### config.mk
export PLATFORM = sky130hd
export DESIGN_NAME = div_unit
export DESIGN_NICKNAME = d
export VERILOG_FILES = /design/src/rtl/div_unit.sv
export SDC_FILE = /design/constraint.sdc
export NUM_CORES = 1
export LEC_CHECK = 0
export BUFFER_PORTS_ARGS = -buffer_cell sky130_fd_sc_hd__clkbuf_2
export CAP_MARGIN = 20
export CELL_PAD_IN_SITES_DETAIL_PLACEMENT = 1
export CELL_PAD_IN_SITES_GLOBAL_PLACEMENT = 1
export CORE_AREA = 2 2 192 194
export CTS_CLUSTER_DIAMETER = 150
export DETAILED_ROUTE_END_ITERATION = 12
export DIE_AREA = 0 0 194 196
export GPL_TIMING_DRIVEN = 0
export PLACE_DENSITY = 0.71
export SLEW_MARGIN = 20
export SYNTH_ARGS = -nofsm -noshare
export SYNTH_HDL_FRONTEND = slang
export SYNTH_SLANG_ARGS = --single-unit
### constraint.sdc
create_clock -name clk -period 5.2 [get_ports clk]
set_input_delay 1.04 -clock clk [delete_from_list [all_inputs] [get_ports clk]]
set_output_delay 1.04 -clock clk [all_outputs]
set_load 0.01 [all_outputs]
### src/rtl/div_unit.sv
`timescale 1ns/1ps
// div_unit: multi-cycle RV32M divider (DIV/DIVU/REM/REMU), restoring radix-2,
// one quotient bit per cycle.
// Ports:
//   clk, rst          clock (rising edge), asynchronous active-high reset
//   start             launch request, honoured only when idle
//   func3             100 DIV, 101 DIVU, 110 REM, 111 REMU (sampled with start)
//   operand1/2        dividend / divisor (sampled with start)
//   flush             abort an operation in progress
//   busy              stall request while computing
//   done              one-cycle pulse, result valid
//   result            quotient or remainder, held until the next done
module div_unit #(
  parameter int unsigned XLEN  = 32,
  parameter int unsigned CNT_W = 6
) (
  input  logic            clk,
  input  logic            rst,
  input  logic            start,
  input  logic [2:0]      func3,
  input  logic [XLEN-1:0] operand1,
  input  logic [XLEN-1:0] operand2,
  input  logic            flush,
  output logic            busy,
  output logic            done,
  output logic [XLEN-1:0] result
);

  typedef enum logic [1:0] {IDLE, CALC, FIX, DONE} state_t;

  state_t          state_q, state_d;
  logic [CNT_W-1:0] cnt_q, cnt_d;
  logic [XLEN-1:0] quo_q, quo_d;
  logic [XLEN-1:0] rem_q, rem_d;
  logic [XLEN-1:0] dvs_q, dvs_d;
  logic            rem_sel_q, rem_sel_d;
  logic            qneg_q, qneg_d;
  logic            rneg_q, rneg_d;
  logic            busy_d, done_d;
  logic [XLEN-1:0] result_d;

  // Operand decode for the launch cycle
  logic            op1_neg, op2_neg, div_zero, ovf;
  logic [XLEN-1:0] abs1, abs2;
  logic [XLEN-1:0] int_min;

  assign int_min  = {1'b1, {(XLEN-1){1'b0}}};
  assign op1_neg  = ~func3[0] & operand1[XLEN-1];
  assign op2_neg  = ~func3[0] & operand2[XLEN-1];
  assign abs1     = op1_neg ? XLEN'(0) - operand1 : operand1;
  assign abs2     = op2_neg ? XLEN'(0) - operand2 : operand2;
  assign div_zero = (operand2 == '0);
  assign ovf      = ~func3[0] && (operand1 == int_min) && (operand2 == '1);

  // Trial subtraction: since rem < divisor, the XLEN+1-bit difference's MSB is the borrow
  logic [XLEN:0]   shifted, diff;
  logic            borrow;

  assign shifted = {rem_q, quo_q[XLEN-1]};
  assign diff    = shifted - {1'b0, dvs_q};
  assign borrow  = diff[XLEN];

  // Sign fix-up of the unsigned results
  logic [XLEN-1:0] quo_fix, rem_fix;

  assign quo_fix = qneg_q ? XLEN'(0) - quo_q : quo_q;
  assign rem_fix = rneg_q ? XLEN'(0) - rem_q : rem_q;

  // func3[2] only identifies the M-extension divide group, already decoded into start
  logic unused_func3;
  assign unused_func3 = func3[2];

  // Next-state and datapath update
  always_comb begin
    state_d   = state_q;
    cnt_d     = cnt_q;
    quo_d     = quo_q;
    rem_d     = rem_q;
    dvs_d     = dvs_q;
    rem_sel_d = rem_sel_q;
    qneg_d    = qneg_q;
    rneg_d    = rneg_q;
    busy_d    = 1'b0;
    done_d    = 1'b0;
    result_d  = result;

    unique case (state_q)
      IDLE: begin
        if (start && !flush) begin
          rem_sel_d = func3[1];
          cnt_d     = '0;
          if (div_zero) begin
            quo_d    = '1;
            rem_d    = operand1;
            qneg_d   = 1'b0;
            rneg_d   = 1'b0;
            result_d = func3[1] ? operand1 : '1;
            done_d   = 1'b1;
            state_d  = DONE;
          end else if (ovf) begin
            quo_d    = int_min;
            rem_d    = '0;
            qneg_d   = 1'b0;
            rneg_d   = 1'b0;
            result_d = func3[1] ? '0 : int_min;
            done_d   = 1'b1;
            state_d  = DONE;
          end else begin
            quo_d   = abs1;
            rem_d   = '0;
            dvs_d   = abs2;
            qneg_d  = op1_neg ^ op2_neg;
            rneg_d  = op1_neg;
            busy_d  = 1'b1;
            state_d = CALC;
          end
        end
      end
      CALC: begin
        if (flush) begin
          state_d = IDLE;
        end else begin
          rem_d  = borrow ? shifted[XLEN-1:0] : diff[XLEN-1:0];
          quo_d  = {quo_q[XLEN-2:0], ~borrow};
          cnt_d  = cnt_q + CNT_W'(1);
          busy_d = 1'b1;
          if (cnt_q == CNT_W'(XLEN-1)) state_d = FIX;
        end
      end
      FIX: begin
        if (flush) begin
          state_d = IDLE;
        end else begin
          quo_d    = quo_fix;
          rem_d    = rem_fix;
          result_d = rem_sel_q ? rem_fix : quo_fix;
          done_d   = 1'b1;
          state_d  = DONE;
        end
      end
      DONE: begin
        state_d = IDLE;
      end
      default: state_d = IDLE;
    endcase
  end

  // State, datapath and registered outputs
  always_ff @(posedge clk or posedge rst) begin
    if (rst) begin
      state_q   <= IDLE;
      cnt_q     <= '0;
      quo_q     <= '0;
      rem_q     <= '0;
      dvs_q     <= '0;
      rem_sel_q <= 1'b0;
      qneg_q    <= 1'b0;
      rneg_q    <= 1'b0;
      busy      <= 1'b0;
      done      <= 1'b0;
      result    <= '0;
    end else begin
      state_q   <= state_d;
      cnt_q     <= cnt_d;
      quo_q     <= quo_d;
      rem_q     <= rem_d;
      dvs_q     <= dvs_d;
      rem_sel_q <= rem_sel_d;
      qneg_q    <= qneg_d;
      rneg_q    <= rneg_d;
      busy      <= busy_d;
      done      <= done_d;
      result    <= result_d;
    end
  end

endmodule

Word-level counts from Yosys, hierarchy flattened
Index checks and enable logic that the tools add are counted.
Storage, ports and cells
  logic and storage cells: 97
  bits of input ports: 71
  output and inout bits: 34
  register bits after elaboration: 141
Cells by class
  bitwise logic cells: 7
  add/subtract/negate cells: 6
  equality and inequality tests: 11
  reductions and logical operators: 15
  muxes and demuxes: 47
Operators with widths (number)
  $mux 32: 21
  $pmux 32 s3: 2
  $sub 1x32->32 const A: 4
  $eq 32x32->1 const B: 2
  $pmux 32 s2: 1
  $sub 33x32->33: 1
  $logic_not 32->1: 1
  $mux 2: 6
  $mux 6: 2
  $pmux 6 s2: 1
  $reduce_and 4->1: 3
  $mux 1: 11
  $pmux 2 s4: 1
  $add 6x1->6 const B: 1
  $eq 6x5->1 const B: 1
  $ne 2x2->1 const B: 3
  $ne 3x3->1 const B: 2
  $eq 2x2->1 const B: 2
  $not 1->1: 4
  $pmux 1 s2: 2
  $reduce_and 2->1: 2
  $reduce_bool 2->1: 2
  $logic_and 1x1->1: 3
  $reduce_and 3->1: 1
  other kinds (6): 7

Longest topological paths before layout
Gate-level depths: netlist of run 1.
  depth in word-level cells: 7
  gate-level depth with buffers: 13
  depth with buffers taken out: 12

Least setup slack after synthesis of run 1
Ideal clock, no wire load.
  path type: in2reg
  start point: in operand2[0]
  end point: reg result[15]
  arrival time: 3464 ps
  stages: 11
  path buffers: 1
  slack: 1606 ps
  data required time: 5070 ps
  cell sequence: inv_1 ha_1 or4b_2 nor4_4 nand4b_2 nor4_4 or2_2 a31oi_2 nor2_4 buf_2 a31oi_1
On the way
  cells in the longest elaborated chain, start to end: 4
RTL lines
  start: declaration: line 22  | input logic [XLEN-1:0] operand2,
  $eq 32x32->1 / $logic_not 32->1 (equally long branches): line 53, 52
  $logic_and 1x1->1 / $mux 32 (equally long branches): line 53, 92
  $ne 3x3->1 (no line) / $mux 32 (equally long branches)
  $reduce_and 4->1 (no line) / $pmux 32 s2 (equally long branches)
  end signal: assignment: line 173  | result <= result_d;
  end: declaration: line 26  | output logic [XLEN-1:0] result
Parallel ways exist; a longest one is shown, timed or not. The select of a mux whose other input is x is not followed.
A chain may end at the register's enable or synchronous reset.

Final worst setup path of run 1
  start point: in operand1[25]
  end point: reg result[3]
On the way
  cells in the longest elaborated chain, start to end: 5
RTL lines
  start: declaration: line 21  | input logic [XLEN-1:0] operand1,
  $eq 32x32->1: line 53  | assign ovf = ~func3[0] && (operand1 == int_min) && (operand2 == '1);
  $logic_and 1x1->1 (2 in a row): line 53
  $ne 3x3->1 (no line)
  $reduce_and 4->1 (no line)
No other way between the ends.

==> flow_metrics.tcl, run 1 <==
set metrics [dict create \
    status "completed" \
    maxSlewViolCount 0 \
    antenna_found_initial 0 \
    setup.worst_path.class "in2reg" \
    die_y_um 196 \
    cp_slowest_stage_delay_ns 0.79 \
    setup.reg_to_reg.worst_slack_ns 0.82 \
    io_pins 105 \
    drt_iter0_drc 1000 \
    cts-resized-gates 0 \
    ys.flop_type "dfrtp_1" \
    nNetsFinal 1901 \
    ys_warn_count 0 \
    rr_worst_depth 13 \
    crit_chain "clkbuf_1 -> or4_1 -> nor3_1 -> nand4_1 -> nor2_1 -> or2_2 -> a31oi_2 -> nor2_4 -> buf_2 -> a21oi_1" \
    crit_family "simple AND/OR/NAND/NOR gates" \
    synth_edf_count 0 \
    cpMaxStageDelayCell "nor2_1" \
    instances_no_fill 2268 \
    r2r_end "rem_q[14]" \
    setup_viol 0 \
    die_w_um 194 \
    worst_pin_slew_ns 1.19 \
    cap_violations 0 \
    endpoint "result[3]" \
    rows 70 \
    crit_required_ns 5.52 \
    tritoncts "yes" \
    synth_cell_type_count 79 \
    hold_buffers 0 \
    skew_ns 0.0144 \
    grt_pass1_vias 13700 \
    synth_nets 1780 \
    areaGrowthSynthToFinish_pct 13.7 \
    place_congestion 0.972 \
    core_um2 36100 \
    wl_per_cell_um 24.0 \
    synthCells 1666 \
    ys_ff_latch 141 \
    final.setup.worst_slack_ns 0.460 \
    pre_cts_ws_ns 0.0994 \
    cts_num_sinks 141 \
    start_kind "input pin" \
    grt_start_max_net_pins 86 \
    fin_crit_sh_pct 91.2 \
    first_pass_iters 6 \
    r2r_start "quo_q[31]" \
    critPathMaxFanout 10 \
    hpwl_mm 42.4 \
    grt_usage_pct 28.6 \
    overflow 0 \
    root_buffer "clkbuf_16" \
    antenna_cells 0 \
    numPortBuffers 101 \
    die_area_um2 38000 \
    dp.cells 2236 \
    drtAntennaViolNets 0 \
    drive_above_1_share_pct 10.4 \
    route.detailed.drc 0 \
    cp_num_cells 10 \
    via_count 13400 \
    clock_path_buffers 2 \
    crit_path_end_kind "flip-flop" \
    max_clock_freq_ghz 0.211 \
    synth-seq-area-share_pct 28.4 \
    rsz0062_at_grt "no" \
    viasPerCell 5.89 \
    synth.cell_area_um2 12400 \
    syn_area_per_cell_um2 7.47 \
    relSlewSlack_pct 18.8 \
    grt_pass1_wl_mm 83.4 \
    hold_class "reg2reg" \
    htree_levels 4 \
    clkLatencyLatePin_ns 0.46 \
    finalHoldViolations 0 \
    post_cts_buffers 0 \
    cts_buffers 17 \
    cellLeakagePower_nw 5.79 \
    wirelength_mm 54.3 \
    worstSetupStartpoint "operand1[25]" \
    path_buf_inv 2 \
    ir_worst_vdd_mv 0.300 \
    ys_async_sr_fraction_pct 100 \
    start_util_pct 34.5 \
    cp.arrival_ns 5.06 \
    min_period_ns 4.74 \
    pwr_density_cell_nw_per_um2 775 \
    path_clk_slew_ns 0.06 \
]
-- where the power goes --
| part | switching (mW) | total [mW] | internal, mW | leakage, nW |
|---|---|---|---|---|
| sequential | 0.615 | 2.26 | 1.65 | 1.71 |
| combinational | 4.92 | 7.44 | 2.52 | 3.81 |
| clock | 0.581 | 1.26 | 0.679 | 0.271 |
| total | 6.11 | 11.0 | 4.85 | 5.79 |
-- cell type report --
| type | count | area, um2 |
|---|---|---|
| buffer | 104 | 432 |
| clock buffer | 18 | 439 |
| timing repair buffer | 102 | 533 |
| multi-input combinational | 1357 | 8240 |
| inverter | 64 | 248 |
| tap | 468 | 586 |
| sequential | 141 | 3530 |
| fill | 4536 | 21900 |
| clock inverter | 14 | 138 |
-- cells in the mapped netlist (all sizes together) (6+ instances only) --
master	count	area share (%)
and2	6	0.30
o21a	14	0.84
inv	64	1.9
a221oi	15	1.1
o31ai	34	2.1
xor2	62	4.4
nor4	15	1.0
o21ai	145	5.8
clkbuf	78	2.4
dfrtp	141	28
and3	11	0.55
or2	6	0.30
nor2	176	5.4
nand4b	6	0.47
nor3	31	1.3
nand2	232	7.0
or4	11	0.81
nor2b	13	0.65
a21oi	162	6.5
a21o	8	0.48
o41ai	16	1.3
a211oi	14	0.84
ha	42	4.2
or3	19	1.0
o211ai	18	1.1
a22oi	12	0.72
nand3	45	1.9
a31oi	19	1.0
nand4	16	0.80
buf	26	1.1
xnor2	84	5.9
o22ai	10	0.50
mux2i	18	1.4
nand2b	34	1.8
-- metrics by stage --
step | util (%) | area [um2] | total power, mW | TNS, ns | hold slack (ns)
after floorplan | - | 12400 | 7.02 | 0 | 0.450
after global placement | 37.5 | 13500 | 9.33 | -243.99 | 0.464
after detailed placement | 37.6 | 13600 | 9.53 | 0 | 0.473
after CTS | 39.2 | 14100 | 10.8 | 0 | 0.488
after global routing | 39.2 | 14100 | 11.8 | 0 | 0.525
final | 39.2 | 14100 | 11.0 | 0 | 0.486
-- state kept, by name, indices dropped and copies added (netlist names) --
register / count
rem_sel_q: 1
result: 32
rneg_q: 1
done: 1
dvs_q: 32
quo_q: 32
rem_q: 32
cnt_q: 6
qneg_q: 1
state_q: 2
busy: 1
-- cells in the final DEF, fill, tap and decap left out, types with 6 or more instances in the layout --
cell type  netlist  routed
inv_1           64      63
nor3_1          30      30
nor4_1          13      13
and3_1          11      11
clkbuf_1        78      78
a21o_1           8       8
mux2i_1         18      18
o31ai_1         34      34
o21a_1          14      14
o211ai_1        18      18
a21oi_1        162     162
nand4_1         16      16
ha_1            42      42
nor2_1         173     173
a221oi_1        14      14
clkbuf_16        0      17
or4_1            6       6
o41ai_1         14      14
xnor2_1         84      84
nand2b_1        33      33
nor2b_1         13      13
nand2_1        232     232
buf_1            8       8
clkbuf_2         0     101
a22oi_1         12      12
buf_2           12      12
xor2_1          62      62
o21ai_0        140     140
or2_2            6       6
a211oi_1        14      14
a31oi_1         18      18
o22ai_1         10      10
dfrtp_1        141     141
or3_1           18      18
nand3_1         44      44
-- kinds of logic after synthesis --
group                    share of synthesized area (%)
adder cells (fa/ha/maj)                           4.38
buffers and inverters                             5.40
flip-flops                                        28.4
XOR/XNOR                                          10.3
AND/OR/NAND/NOR                                   23.7
AO/OA/AOI/OAI                                     26.3
multiplexers                                      1.63
-- worst min-delay path by stage --
stage               startpoint         to  slack [ns]  cells past startpoint
finish               dvs_q[27]  dvs_q[27]        0.49                      2
global route         dvs_q[21]  dvs_q[21]        0.52                      2
CTS                  dvs_q[23]  dvs_q[23]        0.49                      2
detailed placement   dvs_q[23]  dvs_q[23]        0.47                      2
global placement     dvs_q[19]  dvs_q[19]        0.46                      2
floorplan            dvs_q[19]  dvs_q[19]        0.45                      2
-- tightest hold or removal path, cell delays in order (launching register included) --
cell and delay [ns]:
dfrtp_1 0.34, nand2_1 0.05, o21ai_0 0.06
-- metal layers --
metal | up-vias | global-route usage (%) | part of all wire (%) | wire length [um]
met3 | 141 | 5.11 | 5.8 | 3140
met2 | 462 | 48.9 | 48 | 25800
met1 | 6545 | 35.1 | 42 | 23000
li1 | 6204 | - | - | -
met4 | 0 | 13.4 | 4.4 | 2390
met5 | - | 0 | 0 | 0
(Power assumes the default switching activity.)
==> run 2: changes to the inputs <==
- ABC_AREA: unset -> 1
- CORE_AREA: 2 2 192 194 -> 2 2 209 211
- DIE_AREA: 0 0 194 196 -> 0 0 211 213
- PLACE_DENSITY: 0.71 -> 0.74
==> run 2 against run 1 <==
Clock skew is 0.0028 ns higher; sequential share of layout area is 3.8 points lower; die area is 18% higher; final cell count up 41%; clock power grew 14%; combinational power is 21% higher; register-to-register slack improved by 0.98 ns; global-route usage is 3.5 points higher; hold slack got worse by 0.011 ns; critical endpoint is now result[9].
==> flow_metrics.tcl, run 2 <==
set metrics [dict create \
    synth_nets 2629 \
    max_clock_freq_ghz 0.266 \
    synth_xor_area_share_pct 5.32 \
    core_um2 42700 \
    synthCells 2515 \
    nNetsFinal 2750 \
    start_util_pct 34.7 \
    numPortBuffers 101 \
    grt_usage_pct 32.1 \
    maxSlewViolCount 0 \
    setup.worst_path.class "in2reg" \
    root_buffer "clkbuf_16" \
    final_cell_mix "892 x nand2_1, 316 x inv_1, 251 x nand3_1" \
    pwr_density_cell_nw_per_um2 744 \
    critPathMaxFanout 10 \
    worst_pin_slew_ns 1.12 \
    yosys.area_share.simple_pct 43.5 \
    final_common_cell "nand2_1" \
    grt_start_max_net_pins 93 \
    yosysTopAreaCell "dfrtp_1" \
    fillCellCount 5862 \
    synth_top_family_by_area "simple AND/OR/NAND/NOR gates" \
    synth_common_cells "892 x nand2_1, 317 x inv_1, 251 x nand3_1" \
    overflow 0 \
    instances_no_fill 3194 \
    start_kind "input pin" \
    setup_viol 0 \
    min_period_ns 3.76 \
    cts_num_sinks 141 \
    skew_ns 0.0172 \
    finalHoldViolations 0 \
    status "completed" \
    first_pass_iters 7 \
    cp.arrival_ns 4.16 \
    fin_crit_sh_pct 72.2 \
    die_y_um 213 \
    die_area_um2 44900 \
    yosysTopAreaCellShare_pct 23.8 \
    grt_pass1_vias 17500 \
    wirelength_mm 71.4 \
    relSlewSlack_pct 25.3 \
    ys_warn_count 0 \
    crit_required_ns 5.60 \
    clkLatencyLatePin_ns 0.49 \
    route.detailed.drc 0 \
    hold_buffers 0 \
    synth_cell_type_count 50 \
    synth-compound-area-share_pct 12.4 \
    crit_path_end_kind "flip-flop" \
    ys_ff_latch 141 \
    synthTopCellsByArea "dfrtp_1 24%, nand2_1 23%, nand3_1 8.5%" \
    synth_edf_count 0 \
    hpwl_mm 59.1 \
    antenna_cells 0 \
    drt_iter0_drc 1605 \
    drtAntennaViolNets 0 \
    rows 76 \
    place_congestion 0.975 \
    cellLeakagePower_nw 8.78 \
    synth_fa_ha_area_share_pct 3.68 \
    cts_buffers 17 \
    areaGrowthSynthToFinish_pct 12.7 \
    ys.flop_type "dfrtp_1" \
    post_cts_buffers 0 \
    ir_worst_vdd_mv 0.332 \
    grt_pass1_wl_mm 107 \
    ys_async_sr_fraction_pct 100 \
    wl_per_cell_um 22.3 \
    tritoncts "yes" \
    holdWs_ns 0.475 \
    synth.cell_area_um2 14800 \
    antenna_found_initial 1 \
    hold_class "reg2reg" \
    clock_path_buffers 2 \
    drive_above_1_share_pct 9.29 \
    htree_levels 4 \
    syn_area_per_cell_um2 5.90 \
    cap_violations 0 \
    synth-seq-area-share_pct 23.8 \
    multiInputGateArea_um2 9620 \
    io_pins 105 \
    seqCellArea_um2 3530 \
    via_count 17900 \
    rsz0062_at_grt "no" \
    cts-resized-gates 0 \
    synthMuxAreaShare_pct 0 \
    die_w_um 211 \
    viasPerCell 5.59 \
    path_clk_slew_ns 0.06 \
    dp.cells 3163 \
    post-synth-top-count-cell "nand2_1" \
]
==> run 2: cell types whose count changed after synthesis, sizes merged, moves of 34 or more <==
cell	delta
nand2	+673
nand3	+212
nor2	+77
a21oi	-38
inv	+263
nand2b	-34
xnor2	-64
==> run 2: worst max-delay path: stages <==
cell and delay, ns:
clkbuf_2 0.12, inv_1 0.18, ha_1 0.19, inv_1 0.07, nor3_4 0.24, inv_1 0.09, nor2_2 0.25, nand2_1 0.10
nor2_2 0.31, nand3_4 0.27, nand3_2 0.16, nand2_2 0.18, clkinv_2 0.20, buf_6 0.19, o21ai_0 0.36, nand2_1 0.18
==> run 2: worst paths after layout <==
check / from / end / slack (ns) / cells past startpoint
setup / recovery: operand1[1] / result[9] / 1.44 / 16
min in group asynchronous: rst / result[20] / 0.56 / 2
hold / removal: result[1] / result[1] / 0.48 / 2
hold reg to reg: result[1] / result[1] / 0.48 / 2
max in group asynchronous: rst / dvs_q[16] / 3.76 / 3
setup reg to reg: state_q[0] / result[9] / 1.80 / 10
==> run 2: final cells by class <==
class | count | share of cell area [%]
Buffer | 89 | 2.61
Clock inverter | 9 | 1.09
Inverter | 331 | 7.49
Tap cell | 546 | 4.09
Multi-Input combinational cell | 1954 | 57.6
Clock buffer | 22 | 2.84
Timing Repair Buffer | 102 | 3.19
Sequential cell | 141 | 21.1
==> run 2: cells by family (layout without fill, tap and decap cells) <==
family,Yosys count,after routing
simple gates,1507,1507
buf+inv,420,553
compound gates,314,314
flops,141,141
xor+xnor,90,90
fa+ha+maj,43,43
==> run 2: per-layer routing <==
layer / wire (um) / global-route usage (%) / vias up
li1: - / - / 8276
met1: 32100 / 43.6 / 8807
met2: 31600 / 50.7 / 670
met3: 5700 / 7.18 / 103
met4: 1950 / 10.0 / 0
met5: 0 / 0 / -
==> run 2: stage by stage <==
stage          TNS (ns)  power [mW]  cell area (um2)  util (%)  setup WS (ns)
6_report              0        12.4            16700      39.1           1.44
4_1_cts               0        12.2            16700      39.1           1.73
2_1_floorplan         0        7.69            14800         -          0.379
3_3_place_gp    -236.97        10.5            16000      37.5          -1.72
5_1_grt               0        13.4            16700      39.1           1.45
3_5_place_dp          0        10.7            16100      37.6           1.22
==> run 2: report_power, final <==
group          leakage, nW  total (mW)  internal [mW]  switching, mW
Combinational         6.66        8.97           2.57           6.39
Sequential            1.81        2.02           1.58          0.437
Clock                0.313        1.44          0.888          0.557
Total                 8.78        12.4           5.04           7.39
==> run 3: changes to the inputs <==
- ABC_AREA: 1 -> 0
- CORE_AREA: 2 2 209 211 -> 2 2 192 194
- DIE_AREA: 0 0 211 213 -> 0 0 194 196
- clock period: 5.2 -> 3.1 ns (I/O delays scaled with it)
==> run 3 against run 2 <==
The run now ends with setup timing left; count of clock-buffer cells in the layout shrank 1; combinational power grew 72%; sequential share of layout area grew 1.2 points; flip-flop and latch count is the same; via count shrank 20%; clock skew shrank 0.0053 ns; hold slack lost 0.38 ns; clock power grew 65%; sequential power grew 95%; critical path depth shrank 8; largest power group unchanged.
==> flow_metrics.tcl, run 3 (synthesized netlist as in run 1, its figures left out) <==
set metrics [dict create \
    status "complete, but fails checks" \
    violations "setup timing" \
    rsz0062_at_grt "yes" \
    p_total_mw 21.8 \
    ir_worst_vdd_mv 0.503 \
    drt_iter0_drc 1179 \
    core_um2 36100 \
    htree_levels 4 \
    hpwl_mm 42.7 \
    place_congestion 0.973 \
    viasPerCell 6.09 \
    maxSlewViolCount 0 \
    critPathMaxFanout 5 \
    crit_path_end_kind "flip-flop" \
    first_pass_iters 8 \
    setup.reg_to_reg.worst_slack_ns -0.16 \
    setup_viol 26 \
    io_pins 105 \
    cap_violations 0 \
    relSlewSlack_pct 31.4 \
    fillCellCount 4409 \
    antenna_found_initial 0 \
    final_cell_mix "230 x nand2_1, 165 x nor2_1, 144 x a21oi_1" \
    final_common_cell "nand2_1" \
    cts_buffers 17 \
    drive_above_1_share_pct 21.3 \
    die_y_um 196 \
    min_period_ns 3.26 \
    final_core_util_pct 44.1 \
    crit_required_ns 3.43 \
    die_area_um2 38000 \
    cellLeakagePower_nw 6.46 \
    areaGrowthSynthToFinish_pct 27.8 \
    route.detailed.drc 0 \
    wl_per_cell_um 25.3 \
    die_w_um 194 \
    clock_path_buffers 2 \
    drtAntennaViolNets 0 \
    via_count 14200 \
    overflow 0 \
    numPortBuffers 101 \
    grt_pass1_wl_mm 85.8 \
    max_clock_freq_ghz 0.307 \
    setup.worst_path.class "reg2reg" \
    final_area_um2 15900 \
    hold_class "in2async" \
    antenna_cells 0 \
    cts_num_sinks 141 \
    fin_tns_setup_ns -1.23 \
    skew_ns 0.0119 \
    pwr_density_cell_nw_per_um2 1370 \
    path_clk_slew_ns 0.07 \
    rows 70 \
    fin_crit_sh_pct 105 \
    nNetsFinal 1972 \
    start_kind "flip-flop" \
    root_buffer "clkbuf_16" \
    wirelength_mm 59.1 \
    grt_usage_pct 29.3 \
    start_util_pct 34.5 \
    cp.arrival_ns 3.59 \
    clkLatencyLatePin_ns 0.46 \
    finalHoldViolations 0 \
    postPlaceCellArea_um2 13700 \
    final.setup.worst_slack_ns -0.158 \
    hold_buffers 0 \
    worst_pin_slew_ns 1.03 \
    tritoncts "yes" \
    grt_pass1_vias 14400 \
    grt_start_max_net_pins 34 \
]
run 3: what timing repair did:
action	in CTS	in global routing
endpoints found under the hold margin	0	0
endpoints found under the setup margin	132	92
gates cloned	1	5
buffers inserted	28	41
pin swaps	23	30
gates resized for setup	98	135
run 3: path summary, 6_finish.rpt:
path                        startpoint    endpoint  cells past startpoint
max in group asynchronous          rst   dvs_q[30]                      5
hold reg to reg              dvs_q[27]   dvs_q[27]                      2
min in group clk           operand2[1]    dvs_q[1]                      3
hold / removal                     rst   quo_q[13]                      2
setup / recovery             rem_q[14]  result[30]                      8
setup reg to reg             rem_q[14]  result[30]                      8
run 3: metal layers:
layer / GRT usage (%) / vias up / share of wire, %
li1: - / 6333 / -
met1: 35.4 / 6951 / 39
met2: 49.3 / 692 / 47
met3: 4.11 / 257 / 6.4
met4: 18.4 / 0 / 8.1
met5: 0 / - / 0
run 3: layout make-up:
| type | count | area (um2) | share of cell area (%) |
|---|---|---|---|
| repair buffers | 181 | 1350 | 8.47 |
| plain buffers | 96 | 528 | 3.32 |
| inverters | 64 | 249 | 1.57 |
| multi-input cells | 1357 | 9000 | 56.6 |
| well taps | 468 | 586 | 3.68 |
| flip-flops and latches | 141 | 3550 | 22.3 |
| clock inverters | 11 | 189 | 1.19 |
| clock buffers | 21 | 450 | 2.83 |
run 3: report_power, final:
| part | switching [mW] | internal, mW |
|---|---|---|
| sequential | 1.16 | 2.79 |
| clock | 0.926 | 1.45 |
| combinational | 9.59 | 5.85 |
run 3: worst max-delay path: stages, from the launching register on:
cell	delay (ns)
dfrtp_2	0.47
or4_4	0.57
or4_4	0.48
or3_4	0.36
nand2b_4	0.18
o41ai_4	0.36
xnor2_2	0.14
a221oi_4	0.44
a21oi_1	0.12
run 3: stage by stage:
step / hold WS [ns] / cells / worst slack (ns)
5_1_grt: 0.118 / 2339 / -0.253
3_5_place_dp: 0.477 / 2240 / -1.43
2_1_floorplan: 0.450 / 1666 / -0.00930
3_3_place_gp: 0.467 / 2235 / -1.37
4_1_cts: 0.106 / 2296 / -0.108
6_report: 0.0933 / 2339 / -0.158
